`src/rtl/pe_array_cfg_scheduler_pkg.sv`:
```
// Shared types and defaults for the PE array configuration scheduler.
package pe_array_cfg_scheduler_pkg;

    localparam int DEF_PE_INST_W = 28;
    localparam int DEF_DEPTH     = 16;

    typedef enum logic [2:0] {
        S_IDLE  = 3'd0,
        S_CLR   = 3'd1,
        S_LOAD  = 3'd2,
        S_RUN   = 3'd3,
        S_DRAIN = 3'd4
    } sched_state_e;

    function automatic logic ctx_in_range(input int unsigned n, input int unsigned depth);
        return (n != 0) && (n <= depth);
    endfunction

endpackage

```
`src/rtl/pe_array_cfg_scheduler_if.sv`:
```
// Valid/ready stream carrying PE instruction words from the config DMA.
interface pe_array_cfg_scheduler_if #(
    parameter int PE_INST_W = 28
);
    logic                 cfg_valid;
    logic                 cfg_ready;
    logic [PE_INST_W-1:0] cfg_data;

    modport master (output cfg_valid, output cfg_data, input cfg_ready);
    modport slave  (input cfg_valid, input cfg_data, output cfg_ready);
endinterface

```
`src/rtl/pe_array_cfg_scheduler.sv`:
```
// Clears, loads (context-major, round-robin over PEs) and runs a PE array.
// Every output is a register fed by the next-state logic below.
module pe_array_cfg_scheduler
    import pe_array_cfg_scheduler_pkg::*;
#(
    parameter int NUM_PE    = 16,
    parameter int PE_INST_W = DEF_PE_INST_W,
    parameter int DEPTH     = DEF_DEPTH,
    parameter int DRAIN     = 2
) (
    input  logic                     clk,
    input  logic                     rst,
    input  logic                     start,
    input  logic                     abort,
    input  logic [$clog2(DEPTH):0]   num_ctx,
    pe_array_cfg_scheduler_if.slave  cfg,
    output logic                     pe_rst,
    output logic [NUM_PE-1:0]        pe_init,
    output logic [PE_INST_W-1:0]     pe_inst,
    output logic                     pe_run,
    output logic                     busy,
    output logic                     done,
    output logic                     err
);

    localparam int CTX_W    = $clog2(DEPTH) + 1;
    localparam int PE_IDX_W = (NUM_PE > 1) ? $clog2(NUM_PE) : 1;
    localparam int DRN_W    = $clog2(DRAIN + 1);

    sched_state_e         state, state_nxt;
    logic [PE_IDX_W-1:0]  pe_idx, pe_idx_nxt;
    logic [CTX_W-1:0]     ctx_idx, ctx_idx_nxt;
    logic [CTX_W-1:0]     run_cnt, run_cnt_nxt;
    logic [CTX_W-1:0]     num_ctx_q, num_ctx_nxt;
    logic [DRN_W-1:0]     drain_cnt, drain_cnt_nxt;
    logic                 cfg_ready_q, cfg_ready_nxt;
    logic                 pe_rst_nxt, pe_run_nxt, busy_nxt, done_nxt, err_nxt;
    logic [NUM_PE-1:0]    pe_init_nxt;
    logic [PE_INST_W-1:0] pe_inst_nxt;
    logic                 last_word;

    assign cfg.cfg_ready = cfg_ready_q;
    assign last_word = (pe_idx == PE_IDX_W'(NUM_PE - 1)) && (ctx_idx == num_ctx_q - CTX_W'(1));

    always_ff @(posedge clk) begin
        if (rst) begin
            state       <= S_IDLE;
            pe_idx      <= '0;
            ctx_idx     <= '0;
            run_cnt     <= '0;
            num_ctx_q   <= '0;
            drain_cnt   <= '0;
            cfg_ready_q <= 1'b0;
            pe_rst      <= 1'b0;
            pe_init     <= '0;
            pe_inst     <= '0;
            pe_run      <= 1'b0;
            busy        <= 1'b0;
            done        <= 1'b0;
            err         <= 1'b0;
        end else begin
            state       <= state_nxt;
            pe_idx      <= pe_idx_nxt;
            ctx_idx     <= ctx_idx_nxt;
            run_cnt     <= run_cnt_nxt;
            num_ctx_q   <= num_ctx_nxt;
            drain_cnt   <= drain_cnt_nxt;
            cfg_ready_q <= cfg_ready_nxt;
            pe_rst      <= pe_rst_nxt;
            pe_init     <= pe_init_nxt;
            pe_inst     <= pe_inst_nxt;
            pe_run      <= pe_run_nxt;
            busy        <= busy_nxt;
            done        <= done_nxt;
            err         <= err_nxt;
        end
    end

    always_comb begin
        state_nxt     = state;
        pe_idx_nxt    = pe_idx;
        ctx_idx_nxt   = ctx_idx;
        run_cnt_nxt   = run_cnt;
        num_ctx_nxt   = num_ctx_q;
        drain_cnt_nxt = drain_cnt;
        cfg_ready_nxt = cfg_ready_q;
        pe_rst_nxt    = 1'b0;
        pe_init_nxt   = '0;
        pe_inst_nxt   = pe_inst;
        pe_run_nxt    = 1'b0;
        done_nxt      = 1'b0;
        err_nxt       = 1'b0;

        // abort wins over everything, including a start in the same cycle
        if (abort) begin
            state_nxt     = S_IDLE;
            cfg_ready_nxt = 1'b0;
            pe_rst_nxt    = 1'b1;
            pe_idx_nxt    = '0;
            ctx_idx_nxt   = '0;
            run_cnt_nxt   = '0;
            drain_cnt_nxt = '0;
        end else begin
            case (state)
                S_IDLE: begin
                    if (start) begin
                        if (ctx_in_range(32'(num_ctx), DEPTH)) begin
                            num_ctx_nxt = num_ctx;
                            pe_idx_nxt  = '0;
                            ctx_idx_nxt = '0;
                            pe_rst_nxt  = 1'b1;
                            state_nxt   = S_CLR;
                        end else begin
                            err_nxt = 1'b1;
                        end
                    end
                end
                S_CLR: begin
                    cfg_ready_nxt = 1'b1;
                    state_nxt     = S_LOAD;
                end
                S_LOAD: begin
                    // ready low inside LOAD means the final init is on the bus now
                    if (cfg_ready_q) begin
                        if (cfg.cfg_valid) begin
                            pe_init_nxt = NUM_PE'(1) << pe_idx;
                            pe_inst_nxt = cfg.cfg_data;
                            if (last_word)
                                cfg_ready_nxt = 1'b0;
                            if (pe_idx == PE_IDX_W'(NUM_PE - 1)) begin
                                pe_idx_nxt  = '0;
                                ctx_idx_nxt = ctx_idx + CTX_W'(1);
                            end else begin
                                pe_idx_nxt = pe_idx + PE_IDX_W'(1);
                            end
                        end
                    end else begin
                        pe_run_nxt  = 1'b1;
                        run_cnt_nxt = CTX_W'(1);
                        state_nxt   = S_RUN;
                    end
                end
                S_RUN: begin
                    if (run_cnt == num_ctx_q) begin
                        drain_cnt_nxt = DRN_W'(1);
                        state_nxt     = S_DRAIN;
                    end else begin
                        pe_run_nxt  = 1'b1;
                        run_cnt_nxt = run_cnt + CTX_W'(1);
                    end
                end
                S_DRAIN: begin
                    if (drain_cnt == DRN_W'(DRAIN)) begin
                        done_nxt  = 1'b1;
                        state_nxt = S_IDLE;
                    end else begin
                        drain_cnt_nxt = drain_cnt + DRN_W'(1);
                    end
                end
                default: state_nxt = S_IDLE;
            endcase
        end

        busy_nxt = (state_nxt != S_IDLE);
    end

endmodule

```
`src/flat_wrapper.sv`:
```
// flat-port wrapper written by rule: the top's interface ports become plain ports
module pe_array_cfg_scheduler_flat import pe_array_cfg_scheduler_pkg::*;
#(
    parameter int NUM_PE    = 16,
    parameter int PE_INST_W = DEF_PE_INST_W,
    parameter int DEPTH     = DEF_DEPTH,
    parameter int DRAIN     = 2
)
  (clk, rst, start, abort, num_ctx, pe_rst, pe_init, pe_inst, pe_run, busy, done, err, cfg_cfg_valid, cfg_cfg_data, cfg_cfg_ready);
  pe_array_cfg_scheduler_if #(.PE_INST_W(PE_INST_W)) cfg_i ();
  input  logic clk;
  input  logic rst;
  input  logic start;
  input  logic abort;
  input  logic [$clog2(DEPTH):0] num_ctx;
  output logic pe_rst;
  output logic [NUM_PE-1:0] pe_init;
  output logic [PE_INST_W-1:0] pe_inst;
  output logic pe_run;
  output logic busy;
  output logic done;
  output logic err;
  input wire logic [$bits(cfg_i.cfg_valid)-1:0] cfg_cfg_valid;
  input wire logic [$bits(cfg_i.cfg_data)-1:0] cfg_cfg_data;
  output wire logic [$bits(cfg_i.cfg_ready)-1:0] cfg_cfg_ready;
  assign cfg_i.cfg_valid = cfg_cfg_valid;
  assign cfg_i.cfg_data = cfg_cfg_data;
  assign cfg_cfg_ready = cfg_i.cfg_ready;
  pe_array_cfg_scheduler #(.NUM_PE(NUM_PE), .PE_INST_W(PE_INST_W), .DEPTH(DEPTH), .DRAIN(DRAIN)) u_core (.clk(clk), .rst(rst), .start(start), .abort(abort), .num_ctx(num_ctx), .cfg(cfg_i), .pe_rst(pe_rst), .pe_init(pe_init), .pe_inst(pe_inst), .pe_run(pe_run), .busy(busy), .done(done), .err(err));
endmodule
```
`config.mk`:
```
export PLATFORM = sky130hd
export DESIGN_NAME = pe_array_cfg_scheduler_flat
export DESIGN_NICKNAME = d
export VERILOG_FILES = /design/src/rtl/pe_array_cfg_scheduler_pkg.sv /design/src/rtl/pe_array_cfg_scheduler_if.sv /design/src/rtl/pe_array_cfg_scheduler.sv /design/src/flat_wrapper.sv
export SDC_FILE = /design/constraint.sdc
export NUM_CORES = 1
export LEC_CHECK = 0
export CAP_MARGIN = 0
export CORE_ASPECT_RATIO = 0.5
export CORE_MARGIN = 2
export CORE_UTILIZATION = 30
export CTS_CLUSTER_SIZE = 25
export DETAILED_ROUTE_END_ITERATION = 10
export GPL_ROUTABILITY_DRIVEN = 0
export HOLD_SLACK_MARGIN = 0.06
export PLACE_DENSITY_LB_ADDON = 0.12
export SETUP_SLACK_MARGIN = 0.1
export SLEW_MARGIN = 20
export SYNTH_ARGS = -nofsm -noshare
export SYNTH_HDL_FRONTEND = slang
export SYNTH_SLANG_ARGS = --single-unit
```
`constraint.sdc`:
```
create_clock -name clk -period 4.2 [get_ports clk]
set_clock_uncertainty 0.05 [all_clocks]
set_input_delay 0.63 -clock clk [delete_from_list [all_inputs] [get_ports clk]]
set_output_delay 0.63 -clock clk [all_outputs]
set_load 0.1 [all_outputs]
```
==> results of run 1 <==
## layout by cell type (no fill, tap or decap), types with 6 or more instances in the layout
master	count
dfxtp_1	74
and2_1	11
clkdlybuf4s50_1	87
a21oi_1	40
nand3_1	7
inv_1	8
and3_1	8
xor2_1	8
nor2_1	26
xnor2_1	6
nand2_1	67
clkbuf_16	9
ha_1	10
## worst reg2reg max path, stage by stage (launching register included)
cell,delay (ns)
dfxtp_1,0.49
nand3_2,0.21
or4_2,0.94
nor2_1,0.31
and3_1,0.22
and2_1,0.13
## stage by stage
stage / cell area [um^2] / instances
floorplan: 3080 / 348
global route: 4380 / 578
global placement: 4080 / 562
detailed placement: 4080 / 562
CTS: 4380 / 578
finish: 4380 / 578
## cell families after synthesis
group,after synthesis
buf+inv,23
compound gates,67
xor+xnor,15
mux,5
fa+ha+maj,10
flops,74
simple gates,154
## area by class of cell
cell class                 instances  area (um^2)  share of cell area (%)
tap                              140          175                    4.00
clock inverter                     6         63.8                    1.46
inverter                           8         30.0                   0.685
timing repair buffer              89          886                    20.2
clock buffer                      10          239                    5.45
multi-input combinational        251         1510                    34.4
sequential                        74         1480                    33.8
## per-layer routing
layer	vias to the layer above	wire length (um)	part of all wire (%)
met2	55	3560	46
met5	-	0	0
li1	1355	-	-
met4	0	64	0.83
met3	7	387	5.0
met1	1259	3730	48
## Yosys cell counts, drive strengths merged
cell,instances
or3b,2
nand2,67
xor2,8
ha,10
clkbuf,9
dfxtp,74
or4b,2
o31ai,1
and4,1
buf,6
inv,8
nor2,26
nor4,4
mux2i,5
nor2b,2
nand2b,5
nand3,8
nor3b,2
nand4,3
a21boi,5
nand4b,1
a211oi,5
o21ai,8
a21oi,42
and2,11
o211ai,1
xnor2,7
a41oi,2
o221a,1
or3,3
o41ai,1
nor3,5
or4,2
o22ai,1
and3,8
or2,2
## where the power goes
group | switching [mW] | internal [mW]
clock | 0.291 | 0.475
sequential | 0.00548 | 0.706
combinational | 0.0530 | 0.0503
## path summary, 6_finish.rpt
check	end	cells past startpoint
worst max-delay path	u_core.pe_init[14]	6
worst min-delay path	u_core.drain_cnt[0]	1
worst max register to register	u_core.pe_init[14]	5
worst min register to register	u_core.drain_cnt[0]	1
## sequential cells by signal, indices dropped and copies added (netlist names), 2 cells and up
register	count
u_core.ctx_idx	5
u_core.drain_cnt	2
u_core.num_ctx_q	5
u_core.pe_idx	4
u_core.pe_init	16
u_core.pe_inst	28
u_core.run_cnt	5
u_core.state	3
==> flow_summary.toml, run 1 <==
[die]
row_count = 26
start_util_pct = 30.5
io-pin-count = 88
dieHeight_um = 75.7
chipWidth_um = 147
die_area_mm2 = 0.0111
coreArea_mm2 = 0.0101

[finish]
syn_to_final_growth_pct = 42.2
antennaDiodeCount = 0
nNetsFinal = 481
drive_above_1_share_pct = 6.85
fin_util_pct = 43.4
final.fill_count = 994

[synthesis]
synth.cell_area_mm2 = 0.00308
synth_top_family_by_area = "simple AND/OR/NAND/NOR gates"
synth_fa_ha_area_share_pct = 4.06
ys_top_cells_by_area = "dfxtp_1 (48%), nand2_1 (8.2%), a21oi_1 (6.5%)"
synth_compound_area_share_pct = 13.2
synth.area.mux_share_pct = 1.62
synth-seq-cells = 74
synth_xor_area_share_pct = 4.51
synth-seq-area-share_pct = 48.1
synth_area_per_cell_um2 = 8.85
yosysTopAreaCell = "dfxtp_1"
netlist-cell-type-count = 47
yosys.area_share.simple_pct = 25.4
ys_warn_count = 0
netlist_instances = 348
synth_top_area_share_pct = 48.1
syn_nets = 396

[setup_path]
critPathRequiredTime_ns = 4.42
path_buf_inv = 1
max_stage_delay_ns = 0.93
r2r_slack_ns = 1.78
worst_setup_path_start_kind = "input port"
startpoint = "cfg_cfg_valid"
path_delay_family = "simple AND/OR/NAND/NOR gates"
cp-end-kind = "flip-flop"
cp_cell_sequence = "clkdlybuf4s50_1 -> nand3_2 -> or4_2 -> nor2_1 -> and3_1 -> and2_1"
path_max_fanout = 31
critical_path_class = "in2reg"
r2r-start = "u_core.state[1]"
worstPathArrival_ns = 2.92
crit_slowest_cell = "or4_2"

[drt]
drt-total-wl_um = 7740
vias = 2676
ant_nets = 0
drt-pass1-iter-count = 4
avgRoutedWirePerCell_um = 13.4
drt-initial-drc-count = 66
routed_via_density = 4.63
drc = 0

[grt]
grt_antenna_before_repair = 0
busiest_layer = "met2"
met3_usage_pct = 4.67
track_usage_pct = 14.0
grt_overflow = 0
grt_max_degree = 40
grtUsageMet1_pct = 17.4
grt_pass1_vias = 2477
grt_pass1_wl_um = 12200
grt_use_met2_pct = 23.8

[clock_tree]
cts_sinks = 74
cts_setup_buffers = 0
cts_htree_levels = 3
cts_tree = "done"
cts_buffers = 9
clk_pin_slew_worst_paths_ns = 0.06
clk_latency_ns = 0.33
cts_hold_buf = 0
cts.path.max_buffers = 2
cts_root_buffer = "clkbuf_16"
cts_resized = 0

[sta]
fin_ws_ns = 1.51
fin_tns_setup_ns = 0
max_slew.worst_pin.slew_ns = 1.01
rsz0062_at_grt = "false"
finalCritPeriodShare_pct = 64.1
max_freq_ghz = 0.371
slew_headroom_pct = 32.7
min_period_ns = 2.69
hold_viol = 0
timing.hold.ws_ns = 0.384
drv_slew = 0
setup_viol = 0

[power]
power_density_mw_per_mm2 = 361
p_total_mw = 1.58
vdd_drop_max_v = 0.000189
p_leak_nw = 1.54

[placed_design]
pre_cts_ws_ns = 1.08
io_buffer_count = 87
dp_hpwl_um = 5620

[run_status]
status = "finished clean"

[hold_path]
hold_path_class = "reg2reg"
min-delay-start = "u_core.drain_cnt[0]"

[job]
max_cap_viol_count = 0
No activity file was read; power rests on OpenSTA's default activity.
==> run 2, diff against run 1 <==
- clock period: 4.2 -> 2.35 ns (I/O delays scaled with it)
==> run 2 against run 1 <==
Register-to-register slack lost 1.3 ns. Die area unchanged. Sequential power is 78% higher. Cell count increased by 1.2%. Via count grew 0.37%. Core utilization down 0.48 points. Critical endpoint is now u_core.pe_idx[3].
==> flow_summary.toml, run 2 (synthesized netlist as in run 1, its figures left out) <==
[sta]
rsz0062_at_grt = "false"
finalCritPeriodShare_pct = 85.4
slew_headroom_pct = 67.1
max_slew.worst_pin.slew_ns = 0.487
fin_tns_setup_ns = 0
max_freq_ghz = 0.498
drv_slew = 0
hold_viol = 0
min_period_ns = 2.01
setup_viol = 0

[clock_tree]
cts_resized = 0
clk_latency_ns = 0.33
cts_root_buffer = "clkbuf_16"
cts.path.max_buffers = 2
cts_sinks = 74
cts_tree = "done"
cts_setup_buffers = 0
cts_htree_levels = 3
cts_hold_buf = 0
cts_buffers = 9
clk_pin_slew_worst_paths_ns = 0.06

[power]
power_density_mw_per_mm2 = 679
p_total_mw = 2.94
vdd_drop_max_v = 0.000326
p_leak_nw = 1.69

[drt]
avgRoutedWirePerCell_um = 13.0
vias = 2686
drt-pass1-iter-count = 4
drc = 0
drt-initial-drc-count = 131
drt-total-wl_um = 7620
ant_nets = 0
routed_via_density = 4.59

[placed_design]
dp_hpwl_um = 5640
io_buffer_count = 87

[setup_path]
cp-endpoint = "u_core.pe_idx[3]"
startpoint = "num_ctx[1]"
reg2reg_depth = 6
critical_path_class = "in2reg"
cp-end-kind = "flip-flop"
worstPathArrival_ns = 2.21
cp.depth = 6
critPathRequiredTime_ns = 2.55
r2r_end = "u_core.ctx_idx[0]"
path_delay_family = "simple AND/OR/NAND/NOR gates"
r2r-start = "u_core.pe_idx[1]"
path_buf_inv = 1
worst_setup_path_start_kind = "input port"
max_stage_delay_ns = 0.50
crit_slowest_cell = "or4_1"
r2r_slack_ns = 0.48
path_max_fanout = 4
cp_cell_sequence = "clkdlybuf4s50_1 -> nor4_4 -> xnor2_2 -> a21boi_2 -> or4_1 -> a211oi_2"

[die]
start_util_pct = 30.5
row_count = 26
coreArea_mm2 = 0.0101
chipWidth_um = 147
dieHeight_um = 75.7
io-pin-count = 88
die_area_mm2 = 0.0111

[finish]
largest_reg_flops = 28
multi_input_area_mm2 = 0.00151
nNetsFinal = 488
mostFrequentLayoutCells = "dfxtp_1 (73), nand2_1 (67), buf_4 (59), a21oi_1 (40), clkdlybuf4s50_1 (37)"
drive_above_1_share_pct = 19.6
final.fill_count = 1020
final_common_cell = "dfxtp_1"
syn_to_final_growth_pct = 40.7
largestRegisters = "u_core.pe_inst x28, u_core.pe_init x16"
antennaDiodeCount = 0
ff_latch_area_mm2 = 0.00148
regMostFlops = "u_core.pe_inst"

[grt]
grt_max_degree = 39
track_usage_pct = 14.0
grt_pass1_vias = 2512
grt_overflow = 0
grt_antenna_before_repair = 0
grt_pass1_wl_um = 12100

[job]
max_cap_viol_count = 0

[hold_path]
hold_path_class = "reg2reg"

[run_status]
status = "finished clean"
run 2: cell types whose count changed in the layout (fill, tap and decap cells not counted), sizes merged:
cell	delta
clkdlybuf4s50	-50
clkinv	+1
clkinvlp	-2
bufinv	+1
buf	+57
run 2: per-stage QoR:
| step | setup slack, ns | utilization, % | hold slack (ns) | cell area (um^2) | cells |
|---|---|---|---|---|---|
| 4_1_cts | 0.355 | 43.0 | 0.393 | 4330 | 585 |
| 2_1_floorplan | 0.319 | - | 0.357 | 3080 | 348 |
| 6_report | 0.343 | 43.0 | 0.396 | 4330 | 585 |
| 5_1_grt | 0.272 | 43.0 | 0.408 | 4330 | 585 |
| 3_5_place_dp | 0.00742 | 39.7 | 0.384 | 4010 | 569 |
| 3_3_place_gp | 0.0589 | 39.7 | 0.366 | 4010 | 569 |
run 2: power breakdown:
| group | total, mW | internal [mW] | switching [mW] |
|---|---|---|---|
| clock network | 1.48 | 0.959 | 0.520 |
| logic | 0.191 | 0.0951 | 0.0961 |
| registers | 1.27 | 1.26 | 0.00988 |
run 2: routing by layer:
metal | up-vias | routed length, um | GRT usage (%)
met1 | 1241 | 3660 | 17.4
met3 | 7 | 416 | 4.85
li1 | 1370 | - | -
met5 | - | 0 | 0
met4 | 0 | 88 | 4.49
met2 | 68 | 3460 | 23.5
run 2: area by class of cell:
cell class | instances | share of cell area, %
clock inverters | 6 | 2.02
flip-flops and latches | 74 | 34.2
clock buffers | 10 | 5.52
inverters | 8 | 0.693
repair buffers | 96 | 18.8
well taps | 140 | 4.04
multi-input cells | 251 | 34.7
run 2: worst min path at each step:
stage                                   start                  end  slack (ns)  cells past startpoint
after floorplan           u_core.drain_cnt[0]  u_core.drain_cnt[0]        0.36                      1
after global placement    u_core.drain_cnt[0]  u_core.drain_cnt[0]        0.37                      1
after detailed placement  u_core.drain_cnt[0]  u_core.drain_cnt[0]        0.38                      1
after CTS                 u_core.drain_cnt[0]  u_core.drain_cnt[0]        0.39                      1
after global routing      u_core.drain_cnt[0]  u_core.drain_cnt[0]        0.41                      1
final                     u_core.drain_cnt[0]  u_core.drain_cnt[0]        0.40                      1
==> run 3, diff against run 2 <==
- CORE_MARGIN: 2 -> 4
- SETUP_SLACK_MARGIN: 0.1 -> 0.02
==> run 3 against run 2 <==
Register-to-register slack about the same. Combinational power about the same. Setup slack better by 0.0061 ns. Design area down 0.23%. Sequential power about the same. Global-route usage down 0.47 points. Die area up 8.1%. Clock power down 7%. Non-clock buffer count up 1. Sequential share of layout area up 0.079 points. Largest power group unchanged.
==> flow_summary.toml, run 3 (synthesized netlist as in run 1, its figures left out) <==
[grt]
track_usage_pct = 13.5
grt_pass1_vias = 2663
grt_overflow = 0
grt_max_degree = 39
grt_pass1_wl_um = 12700
grt_antenna_before_repair = 0

[setup_path]
critPathRequiredTime_ns = 2.56
path_max_fanout = 6
cp-end-kind = "flip-flop"
critical_path_class = "in2reg"
worst_setup_path_start_kind = "input port"
worstPathArrival_ns = 2.21

[placed_design]
pre_cts_ws_ns = -0.000668
dp.cells = 565
io_buffer_count = 87
placed_area_mm2 = 0.00402
dp_hpwl_um = 5980

[sta]
max_freq_ghz = 0.500
fin_tns_setup_ns = 0
finalCritPeriodShare_pct = 85.1
rsz0062_at_grt = "false"
hold_viol = 0
setup_viol = 0
slew_headroom_pct = 66.0
min_period_ns = 2.00
fin_ws_ns = 0.349
max_slew.worst_pin.slew_ns = 0.503
drv_slew = 0

[finish]
largestRegisters = "u_core.pe_inst x28, u_core.pe_init x16"
final_cells = 581
drive_above_1_share_pct = 19.7
design_area_mm2 = 0.00432
antennaDiodeCount = 0
regMostFlops = "u_core.pe_inst"
fin_util_pct = 44.4
mostFrequentLayoutCells = "dfxtp_1 (73), nand2_1 (67), buf_4 (59), a21oi_1 (40), clkdlybuf4s50_1 (37)"
largest_reg_flops = 28
final_common_cell = "dfxtp_1"
nNetsFinal = 489
syn_to_final_growth_pct = 40.3
final.fill_count = 945

[clock_tree]
clk_latency_ns = 0.33
cts.path.max_buffers = 2
cts_setup_buffers = 0
cts_resized = 0
clk_pin_slew_worst_paths_ns = 0.06
cts_sinks = 74
cts_hold_buf = 0
cts_buffers = 9
cts_root_buffer = "clkbuf_16"
cts_htree_levels = 3
cts_tree = "done"

[drt]
drt-initial-drc-count = 84
drc = 0
drt-total-wl_um = 8000
ant_nets = 0
avgRoutedWirePerCell_um = 13.8
drt-pass1-iter-count = 4
routed_via_density = 4.58
vias = 2663

[job]
max_cap_viol_count = 0

[run_status]
status = "finished clean"

[power]
p_leak_nw = 1.69
vdd_drop_max_v = 0.000364
power_density_mw_per_mm2 = 656

[die]
chipWidth_um = 151
coreArea_mm2 = 0.00973
row_count = 25
dieHeight_um = 79.7
die_area_mm2 = 0.0121
io-pin-count = 88
start_util_pct = 31.7

[hold_path]
hold_path_class = "reg2reg"
-- run 3: cell count changes in the layout (fill, tap and decap cells not counted) --
| cell | change |
|---|---|
| clkbuf_8 | -1 |
| inv_6 | +1 |
| clkinv_2 | -1 |
| clkinvlp_4 | +1 |
| clkinv_4 | +1 |
| bufinv_16 | -1 |
| buf_12 | +1 |
-- run 3: where the power goes --
part	switching [mW]	leakage [nW]	internal (mW)
sequential	0.00995	0.597	1.26
clock	0.541	0.146	0.830
combinational	0.0961	0.945	0.0951
-- run 3: cell type report --
type | count | area (um^2) | share of cell area [%]
multi-input combinational | 251 | 1510 | 34.8
sequential | 74 | 1480 | 34.3
clock inverter | 7 | 77.6 | 1.79
inverter | 8 | 30.0 | 0.695
tap | 135 | 169 | 3.91
clock buffer | 9 | 225 | 5.21
timing repair buffer | 97 | 833 | 19.3
-- run 3: stage by stage --
step | hold slack, ns | power [mW]
final | 0.385 | 2.83
after global routing | 0.416 | 2.96
after global placement | 0.366 | 1.49
after CTS | 0.388 | 2.87
after floorplan | 0.357 | 1.39
after detailed placement | 0.382 | 1.49
-- run 3: final timing paths --
kind	startpoint	end	cells past startpoint	slack, ns
setup reg to reg	u_core.pe_idx[1]	u_core.ctx_idx[0]	6	0.49
hold / removal	u_core.drain_cnt[0]	u_core.drain_cnt[0]	1	0.39
hold reg to reg	u_core.drain_cnt[0]	u_core.drain_cnt[0]	1	0.39
setup / recovery	num_ctx[1]	u_core.pe_idx[3]	6	0.35
-- run 3: metal layers --
metal | GRT usage, % | routed length, um | vias up
li1 | - | - | 1371
met1 | 16.0 | 3650 | 1227
met2 | 22.9 | 3810 | 58
met3 | 4.88 | 466 | 7
met4 | 4.34 | 79 | 0
met5 | 0 | 0 | -
-- run 3: worst max-delay path, cell delays in order --
cell             delay (ns)
clkdlybuf4s50_1        0.46
nor4_4                 0.34
xnor2_2                0.20
a21boi_2               0.14
or4_1                  0.50
a211oi_2               0.22
